[src/rtl/wb_arbiter_pkg.sv]
// Shared constants and helpers for the writeback arbiter slice.
// A buffered entry is packed as {overflow, dst[4:0], result}.
package wb_arbiter_pkg;

  localparam int DEF_REG_SIZE = 32;
  localparam int WB_ENTRY_W   = DEF_REG_SIZE + 5 + 1;

  typedef enum logic [1:0] {
    SEL_NONE,
    SEL_MUL,
    SEL_BUF,
    SEL_BYP
  } sel_e;

  // r0 results are architecturally dead unless they raise an exception.
  function automatic logic is_r0_drop(input logic [4:0] dst, input logic ovf);
    return (dst == 5'd0) && !ovf;
  endfunction

endpackage

[src/rtl/wb_fifo.sv]
// Circular buffer for ALU results that lost arbitration to M5, plus a
// forwarding CAM that returns the youngest matching buffered value.
module wb_fifo
  import wb_arbiter_pkg::*;
#(
  parameter int REG_SIZE = DEF_REG_SIZE,
  parameter int DEPTH    = 4,
  localparam int ENTRY_W = REG_SIZE + 6,
  localparam int AW      = $clog2(DEPTH)
) (
  input  logic               clk,
  input  logic               reset,
  input  logic               push,
  input  logic [ENTRY_W-1:0] push_entry,
  input  logic               pop,
  output logic [ENTRY_W-1:0] head_entry,
  output logic               full,
  output logic               empty,
  input  logic [4:0]         fwd_reg,
  output logic               fwd_hit,
  output logic [REG_SIZE-1:0] fwd_data
);

  localparam logic [AW:0] FULL_CNT = (AW + 1)'(DEPTH);

  logic [ENTRY_W-1:0] mem [DEPTH];
  logic [DEPTH-1:0]   valid;
  logic [AW-1:0]      head;
  logic [AW-1:0]      tail;
  logic [AW:0]        count;
  logic               push_ok;
  logic               pop_ok;

  assign full       = (count == FULL_CNT);
  assign empty      = (count == '0);
  assign push_ok    = push && !full;
  assign pop_ok     = pop && !empty;
  assign head_entry = mem[head];

  always_ff @(posedge clk or posedge reset) begin
    if (reset) begin
      head  <= '0;
      tail  <= '0;
      count <= '0;
      valid <= '0;
    end else begin
      if (push_ok) begin
        valid[tail] <= 1'b1;
        tail        <= tail + 1'b1;
      end
      if (pop_ok) begin
        valid[head] <= 1'b0;
        head        <= head + 1'b1;
      end
      if (push_ok && !pop_ok) begin
        count <= count + 1'b1;
      end else if (pop_ok && !push_ok) begin
        count <= count - 1'b1;
      end
    end
  end

  // Payload needs no reset: the valid bits gate every read of it.
  always_ff @(posedge clk) begin
    if (push_ok) begin
      mem[tail] <= push_entry;
    end
  end

  // Walk oldest to youngest so the last match (closest to tail) wins.
  always_comb begin
    logic [AW-1:0] idx;
    fwd_hit  = 1'b0;
    fwd_data = '0;
    idx      = '0;
    for (int i = 0; i < DEPTH; i++) begin
      idx = head + AW'(i);
      if (valid[idx] && (fwd_reg != 5'd0) &&
          (mem[idx][REG_SIZE+4:REG_SIZE] == fwd_reg)) begin
        fwd_hit  = 1'b1;
        fwd_data = mem[idx][REG_SIZE-1:0];
      end
    end
  end

endmodule

[src/rtl/wb_arbiter.sv]
// Writeback arbiter: M5 always wins, colliding ALU results queue in
// wb_fifo, and exec1 is stalled while that queue is full.
module wb_arbiter
  import wb_arbiter_pkg::*;
#(
  parameter int REG_SIZE = DEF_REG_SIZE,
  parameter int DEPTH    = 4
) (
  input  logic                clk,
  input  logic                reset,
  input  logic                alu_valid,
  input  logic [4:0]          alu_dst,
  input  logic [REG_SIZE-1:0] alu_result,
  input  logic                alu_overflow,
  output logic                alu_stall,
  input  logic                mul_valid,
  input  logic [4:0]          mul_dst,
  input  logic [REG_SIZE-1:0] mul_result,
  input  logic                mul_overflow,
  input  logic [4:0]          fwd_reg,
  output logic                fwd_hit,
  output logic [REG_SIZE-1:0] fwd_data,
  output logic                wb_en,
  output logic [4:0]          wb_dst,
  output logic [REG_SIZE-1:0] wb_data,
  output logic                exc_overflow,
  output logic [4:0]          exc_dst
);

  localparam int ENTRY_W = REG_SIZE + 6;

  logic               fifo_full;
  logic               fifo_empty;
  logic               fifo_push;
  logic               fifo_pop;
  logic [ENTRY_W-1:0] head_entry;
  logic [ENTRY_W-1:0] alu_entry;
  logic [ENTRY_W-1:0] mul_entry;
  logic [ENTRY_W-1:0] sel_entry;
  logic               alu_keep;
  sel_e               sel;
  logic               sel_ovf;
  logic [4:0]         sel_dst;
  logic [REG_SIZE-1:0] sel_data;
  logic               do_write;
  logic               do_exc;

  wb_fifo #(
    .REG_SIZE(REG_SIZE),
    .DEPTH   (DEPTH)
  ) u_fifo (
    .clk       (clk),
    .reset     (reset),
    .push      (fifo_push),
    .push_entry(alu_entry),
    .pop       (fifo_pop),
    .head_entry(head_entry),
    .full      (fifo_full),
    .empty     (fifo_empty),
    .fwd_reg   (fwd_reg),
    .fwd_hit   (fwd_hit),
    .fwd_data  (fwd_data)
  );

  assign alu_stall = fifo_full;
  assign alu_entry = {alu_overflow, alu_dst, alu_result};
  assign mul_entry = {mul_overflow, mul_dst, mul_result};

  // Dead r0 ALU results are consumed here and never occupy a slot.
  assign alu_keep = alu_valid && !alu_stall && !is_r0_drop(alu_dst, alu_overflow);

  always_comb begin
    sel       = SEL_NONE;
    sel_entry = '0;
    fifo_push = 1'b0;
    fifo_pop  = 1'b0;
    if (mul_valid) begin
      sel       = SEL_MUL;
      sel_entry = mul_entry;
      fifo_push = alu_keep;
    end else if (!fifo_empty) begin
      sel       = SEL_BUF;
      sel_entry = head_entry;
      fifo_pop  = 1'b1;
      fifo_push = alu_keep;
    end else if (alu_keep) begin
      sel       = SEL_BYP;
      sel_entry = alu_entry;
    end
  end

  assign sel_ovf  = sel_entry[ENTRY_W-1];
  assign sel_dst  = sel_entry[REG_SIZE+4:REG_SIZE];
  assign sel_data = sel_entry[REG_SIZE-1:0];
  assign do_exc   = (sel != SEL_NONE) && sel_ovf;
  assign do_write = (sel != SEL_NONE) && !is_r0_drop(sel_dst, sel_ovf) && !sel_ovf;

  always_ff @(posedge clk or posedge reset) begin
    if (reset) begin
      wb_en        <= 1'b0;
      wb_dst       <= '0;
      wb_data      <= '0;
      exc_overflow <= 1'b0;
      exc_dst      <= '0;
    end else begin
      wb_en        <= do_write;
      wb_dst       <= do_write ? sel_dst : 5'd0;
      wb_data      <= do_write ? sel_data : '0;
      exc_overflow <= do_exc;
      exc_dst      <= do_exc ? sel_dst : 5'd0;
    end
  end

endmodule

[config.mk]
export PLATFORM = sky130hd
export DESIGN_NAME = wb_arbiter
export DESIGN_NICKNAME = d
export VERILOG_FILES = /design/src/rtl/wb_arbiter_pkg.sv /design/src/rtl/wb_fifo.sv /design/src/rtl/wb_arbiter.sv
export SDC_FILE = /design/constraint.sdc
export NUM_CORES = 1
export LEC_CHECK = 0
export CORE_ASPECT_RATIO = 1.1
export CORE_MARGIN = 3
export CORE_UTILIZATION = 40
export DETAILED_ROUTE_END_ITERATION = 8
export PLACE_DENSITY = 0.58
export RECOVER_POWER = 100
export REMOVE_ABC_BUFFERS = 1
export SLEW_MARGIN = 0
export SYNTH_ARGS = -nofsm -noshare
export SYNTH_HDL_FRONTEND = slang
export SYNTH_SLANG_ARGS = --single-unit
export TNS_END_PERCENT = 1
[constraint.sdc]
create_clock -name clk -period 6.3 [get_ports clk]
set_input_delay 1.89 -clock clk [delete_from_list [all_inputs] [get_ports clk]]
set_output_delay 1.89 -clock clk [all_outputs]
set_load 0.02 [all_outputs]
Word-level counts from Yosys, hierarchy flattened
Memories as Yosys holds them, arrays and structs flattened.
Cells that the tools add are included.
{"block": "totals", "wordCells": 105, "out_inout_bits": 78, "mem_count": 1, "ramBits": 152, "in_bits": 85, "ff_bits": 55}
{"name": "u_fifo.mem", "depth": 4, "width": 38, "read_ports": 4, "rd_ports_with_merged_regs": 0, "wr": 1, "line": "wb_fifo.sv:26", "text": "logic [ENTRY_W-1:0] mem [DEPTH];"}
{"block": "op_classes", "reduce_logical": 35, "magnitude_cmp": 7, "bitwise_logic": 3, "n_eq_ne": 5, "n_addsub": 6, "n_mux": 39}
{"cell": "$mux W32", "count": 5}
{"cell": "$mux W38", "count": 3}
{"cell": "$logic_and A1 B1 Y1", "count": 21}
{"cell": "$eq A5 B5 Y1", "count": 4}
{"cell": "$mux W1", "count": 16}
{"cell": "$lt A2 B3 Y1 const B", "count": 5}
{"cell": "$logic_not A5 Y1", "count": 2}
{"cell": "$mux W5", "count": 2}
{"cell": "$bmux W1 S2", "count": 4}
{"cell": "$logic_not A1 Y1", "count": 8}
{"cell": "$mux W4", "count": 2}
{"cell": "$mux W2", "count": 3}
{"cell": "$mux W3", "count": 2}
{"cell": "$reduce_bool A5 Y1", "count": 1}
{"cell": "$add A2 B1 Y2 const B", "count": 2}
{"cell": "$add A2 B2 Y2 const B", "count": 2}
{"cell": "$and A4 B4 Y4", "count": 1}
{"cell": "$demux W1 S2", "count": 2}
{"cell": "$ge A2 B1 Y1 const B", "count": 2}
{"cell": "$not A4 Y4", "count": 1}
{"cell": "$or A4 B4 Y4", "count": 1}
{"cell": "$reduce_bool A2 Y1", "count": 2}
{"cell": "$add A3 B1 Y3 const B", "count": 1}
{"cell": "$eq A3 B3 Y1 const B", "count": 1}
{"cell": "other kinds (2)", "count": 2}

Depth between registers and ports, before layout
{"block": "depth", "depth_word": 13, "mapped_depth": 16, "mapped_depth_nobuf": 9}

Modules after synthesis
From an unflattened synthesis, not the netlist that was laid out.
{"block": "unflattened", "hier_cells": 801, "hier_area_um2": 12789.8}
{"mod": "wb_fifo", "instances": 1, "seq_area_each_um2": 4839.6, "area_each_um2": 10581.4, "cells_per_inst": 632}
{"mod": "wb_arbiter", "instances": 1, "seq_area_each_um2": 1101.1, "area_each_um2": 2208.4, "cells_per_inst": 169}

Worst setup path after synthesis
No wires, ideal clock.
{"block": "synth_path", "kind": "register -> output", "from": "register u_fifo.head[1]", "to": "output port fwd_data[21]", "t_arrival_ns": 3.840, "n_path_buf": 8, "stages_incl_launch_ff": 14, "path_slack_ns": 0.570, "path_cell_list": "dfrtp_1 -> buf_2 -> buf_2 -> buf_1 -> clkbuf_1 -> inv_1 -> ha_1 -> buf_4 -> buf_4 -> buf_4 -> buf_1 -> mux4_2 -> mux2i_1 -> o221ai_1"}
{"block": "synth_between", "elab_chain_cells": 8, "elab_cells_between_ends": 28}
{"item": "from (decl)", "line": "wb_fifo.sv:28", "text": "logic [AW-1:0] head;"}
{"item": "from (signal assigned)", "line": "wb_fifo.sv:53", "text": "head <= head + 1'b1;"}
{"item": "parallel branches: the longest is 7 deep, another holds $mem_v2 Z4 W38"}
{"item": "$mux W32 *", "line": "wb_fifo.sv:78", "text": "if (valid[idx] && (fwd_reg != 5'd0) &&"}
{"item": "to (decl)", "line": "wb_arbiter.sv:22", "text": "output logic [REG_SIZE-1:0] fwd_data,"}
Every way passes the cells marked *. The select of a mux whose other input is x is not followed.

Worst setup path after layout
{"block": "layout_path", "from": "input port fwd_reg[4]", "to": "output port fwd_data[14]"}
{"block": "layout_between", "elab_chain_cells": 7, "elab_cells_between_ends": 17}
{"item": "from (decl)", "line": "wb_arbiter.sv:20", "text": "input logic [4:0] fwd_reg,"}
{"item": "$reduce_bool A5 Y1", "line": "wb_fifo.sv:78"}
{"item": "$logic_and A1 B1 Y1 (2 in series)", "line": "wb_fifo.sv:78"}
{"item": "$mux W32 (3 in series)", "line": "wb_fifo.sv:78"}
{"item": "$mux W32 *", "line": "wb_fifo.sv:78"}
Mark *: on every way between the ends. The rest lies on a longest branch, timed or not.

==> results by group <==
Setup path
  – Worst Setup End Kind: output pin
  – WP data required: roughly 4400 ps
  – Worst Reg-to-Reg Cells: 5
  – Worst setup path endpoint: fwd_data[14]
  – Reg2reg end: u_fifo.mem[3][7]
  – Crit path DAT: around 4300 ps
  – Worst Setup Path Type: primary input to output pin
  – R2r setup slk: between 2000 and 2500 ps
  – CP Launch Type: primary input
  – Worst-path fanout max: 15
  – Crit. Startpoint: fwd_reg[4]
  – Worst R2R Start: u_fifo.count[0]

Floorplanning
  – Core area: a little under 30,000 um2
  – Die H: 189 um
  – Die area: approximately 33,000 um2
  – Row Count: 66
  – Initial Utilization: 40.9%
  – Chip width: around 170 um
  – IO Pins: 163

Global route
  – Largest net degree at the start of global routing: 127
  – Number of global-route vias before repair: 8,396
  – Initial antenna violation count: 1
  – Remaining Overflow, GRT: 0
  – First-pass GRT wire length: about 49 mm
  – Total Routing Usage GR: between 10% and 20%

Cells and area
  – Share of cells above drive strength 1: between 20 and 25%
  – Post-route cell area: between 10,000 and 15,000 um2
  – # diodes: 0
  – Synthesis-to-finish area growth: 23.0%
  – Layout net count: 1,115
  – Final core utilization: between 50% and 60%
  – Fill count: between 2,000 and 3,000
  – Register Area: between 5000 and 6000 um2
  – Area occupied by multi-input gates: between 5000 and 6000 um2

Logic synthesis
  – Synth Instances: 869
  – Sequential fraction of the synthesis area: between 40% and 50%
  – Synth Flop Type: edfxtp_1
  – Ys Warns: 0
  – FF+latch count, synth: a little over 200
  – Synth top area cells: edfxtp_1, mux4_2, dfrtp_1
  – Fraction of registers with async set/reset: 26.6%
  – Synth top area share: 37.5%
  – Syn Std Cell Area: 12,200 um2
  – Distinct cells, synth: 41
  – EDFF count, synth: around 150
  – Avg Inst Size Synth: approximately 14 um2
  – Leading cell types by count after synthesis: edfxtp_1, mux4_2, nand2_1, a21oi_1
  – Area leader, netlist: edfxtp_1
  – Cell with the most instances after synthesis: edfxtp_1

STA
  – Fin crit share: 98.3%
  – Worst Skew: roughly 11 ps
  – Worst-margin pin slew: about 1900 ps
  – Sum Neg Setup Slack: 0 ps
  – RSZ-0062 raised after global routing: no
  – Fin. Hold Viols: 0
  – Final setup vio count: 0
  – Slew HR: -26.1%
  – Max-slew violations: between 60 and 70
  – Max Freq: approximately 0.16 GHz
  – Min Tclk post-route: 6200 ps

Route
  – WL final: about 31 mm
  – Initial DRC count: between 500 and 600
  – Final ANT Viol Nets: 0
  – DR pass1 iterations: 5
  – DR WL/cell: 22.2 um
  – Vias/cell: slightly below 6
  – Vias: 8,221
  – # DRC: 0

Power
  – Clock share of power: ~17%
  – Psw: between 2 and 3 mW
  – Int Pwr: ~4.5 mW
  – Peak VDD IR: 0.000345 V
  – Reg power frac: between 20% and 30%
  – Logic pwr share: between 50% and 60%
  – PwrDens: about 480 nW/um2
  – Sw frac: a little under two fifths
  – Leak: approximately 5.3 nW

Clocking
  – Clk Latency, worst-skew pair: approximately 500 ps
  – CTS H-tree lvls: 1
  – Cts bufs inserted: 23
  – CTS Root Cell: clkbuf_16
  – CTS tree: yes
  – CTS max path bufs: 3
  – CTS clk-pin slew, worst paths: 60 ps
  – Clock sink count: between 200 and 250

Placed design
  – DP Area: 14,300 um2
  – Port buffer count: 162
  – DP Wirelength: approximately 20 mm
  – Final Wtd Congestion: between 0.8 and 0.9

Run status
  – Failing checks: max-capacitance violations, max-slew violations
  – Status: complete, but fails checks

Hold path
  – Hold WC Path Type: flip-flop to flip-flop

Run
  – Max-Cap Viols: 2
-- power by group through the flow --
stage	sequential [mW]	combinational (mW)	clock, mW
CTS	2.05	4.02	1.26
global placement	2.06	4.05	0
detailed placement	2.08	4.06	0
global route	2.10	4.26	1.31
floorplan	2.38	2.83	0
finish	2.05	3.90	1.22
-- layout by cell type (no fill, tap or decap), drive strengths merged, types with 3 or more instances in the layout --
cell type and instances:
xnor2 18, nor2 55, o21ai 7, o211ai 10, o221ai 28, a2bb2oi 4, clkinv 6, nand3 13
a211oi 3, dlygate4sd3 84, a21oi 65, clkdlybuf4s15 5, clkbuf 44, inv 14, nand2 137, ha 9
xor2 8, edfxtp 152, buf 33, mux4 149, and2 6, nor3 6, clkdlybuf4s50 44, dfrtp 55
mux2i 36, dlygate4sd2 25
-- sequential cells by signal (all words and copies together), names as in the netlist --
name	count
exc_overflow	1
wb_data	32
wb_dst	5
wb_en	1
u_fifo.count	3
u_fifo.tail	2
exc_dst	5
u_fifo.mem	152
u_fifo.head	2
u_fifo.valid	4
-- metrics by stage --
stage                     worst slack (ps)  power [mW]  hold slack [ps]  instances
final                                  105        7.17              537       1410
after CTS                             27.6        7.33              545       1410
after detailed placement              -282        6.14              536       1368
after global routing                  6.76        7.67              568       1410
after global placement                -241        6.11              513       1368
after floorplan                      -7540        5.22              469        794
-- kinds of logic (layout without fill, tap and decap cells) --
family / Yosys count / count (layout) / synth area share, %
AND/OR/NAND/NOR: 227 / 227 / 7.63
flip-flops: 207 / 207 / 48.8
multiplexers: 186 / 186 / 30.6
AO/OA/AOI/OAI: 124 / 124 / 6.67
buffers and inverters: 89 / 256 / 3.24
XOR/XNOR: 26 / 26 / 1.87
adder cells (fa/ha/maj): 10 / 10 / 1.09
-- area by class of cell --
type	instances	share of cell area, %
Clock buffer	34	4.26
Tap cell	374	3.13
Timing Repair Buffer	201	13.1
Sequential cell	207	39.7
Inverter	14	0.351
Multi-Input combinational cell	573	39.2
Clock inverter	7	0.242
-- how the worst min path moves through the flow --
stage                          from               to  cells after the start
finish              u_fifo.count[2]  u_fifo.count[2]                      1
global placement    u_fifo.count[2]  u_fifo.count[2]                      1
floorplan           u_fifo.count[2]  u_fifo.count[2]                      1
detailed placement  u_fifo.count[2]  u_fifo.count[2]                      1
CTS                 u_fifo.count[2]  u_fifo.count[2]                      1
global route        u_fifo.count[2]  u_fifo.count[2]                      1
-- timing repair --
item	4_1_cts	5_1_grt
pin swaps	1	0
hold endpoints to repair	0	0
gates cloned	0	0
hold buffers	0	0
resized for setup	33	14
buffers inserted	1	0
endpoints found under the setup margin	33	9
-- worst max-delay path: stages --
cell             delay (ps)
clkdlybuf4s50_1         420
buf_4                   190
xor2_1                  160
o32ai_1                 240
o221ai_1                180
or2_2                   350
o211ai_4                130
buf_12                  190
o221ai_1                170
dlygate4sd2_1           360
-- per-layer routing --
layer	track usage [%]	part of all wire, %	up-vias
li1	-	-	3737
met1	26.1	41	4181
met2	33.1	51	270
met3	3.78	7.3	33
met4	3.22	1.4	0
met5	0	0	-
Power figures use the tool's default switching activity.
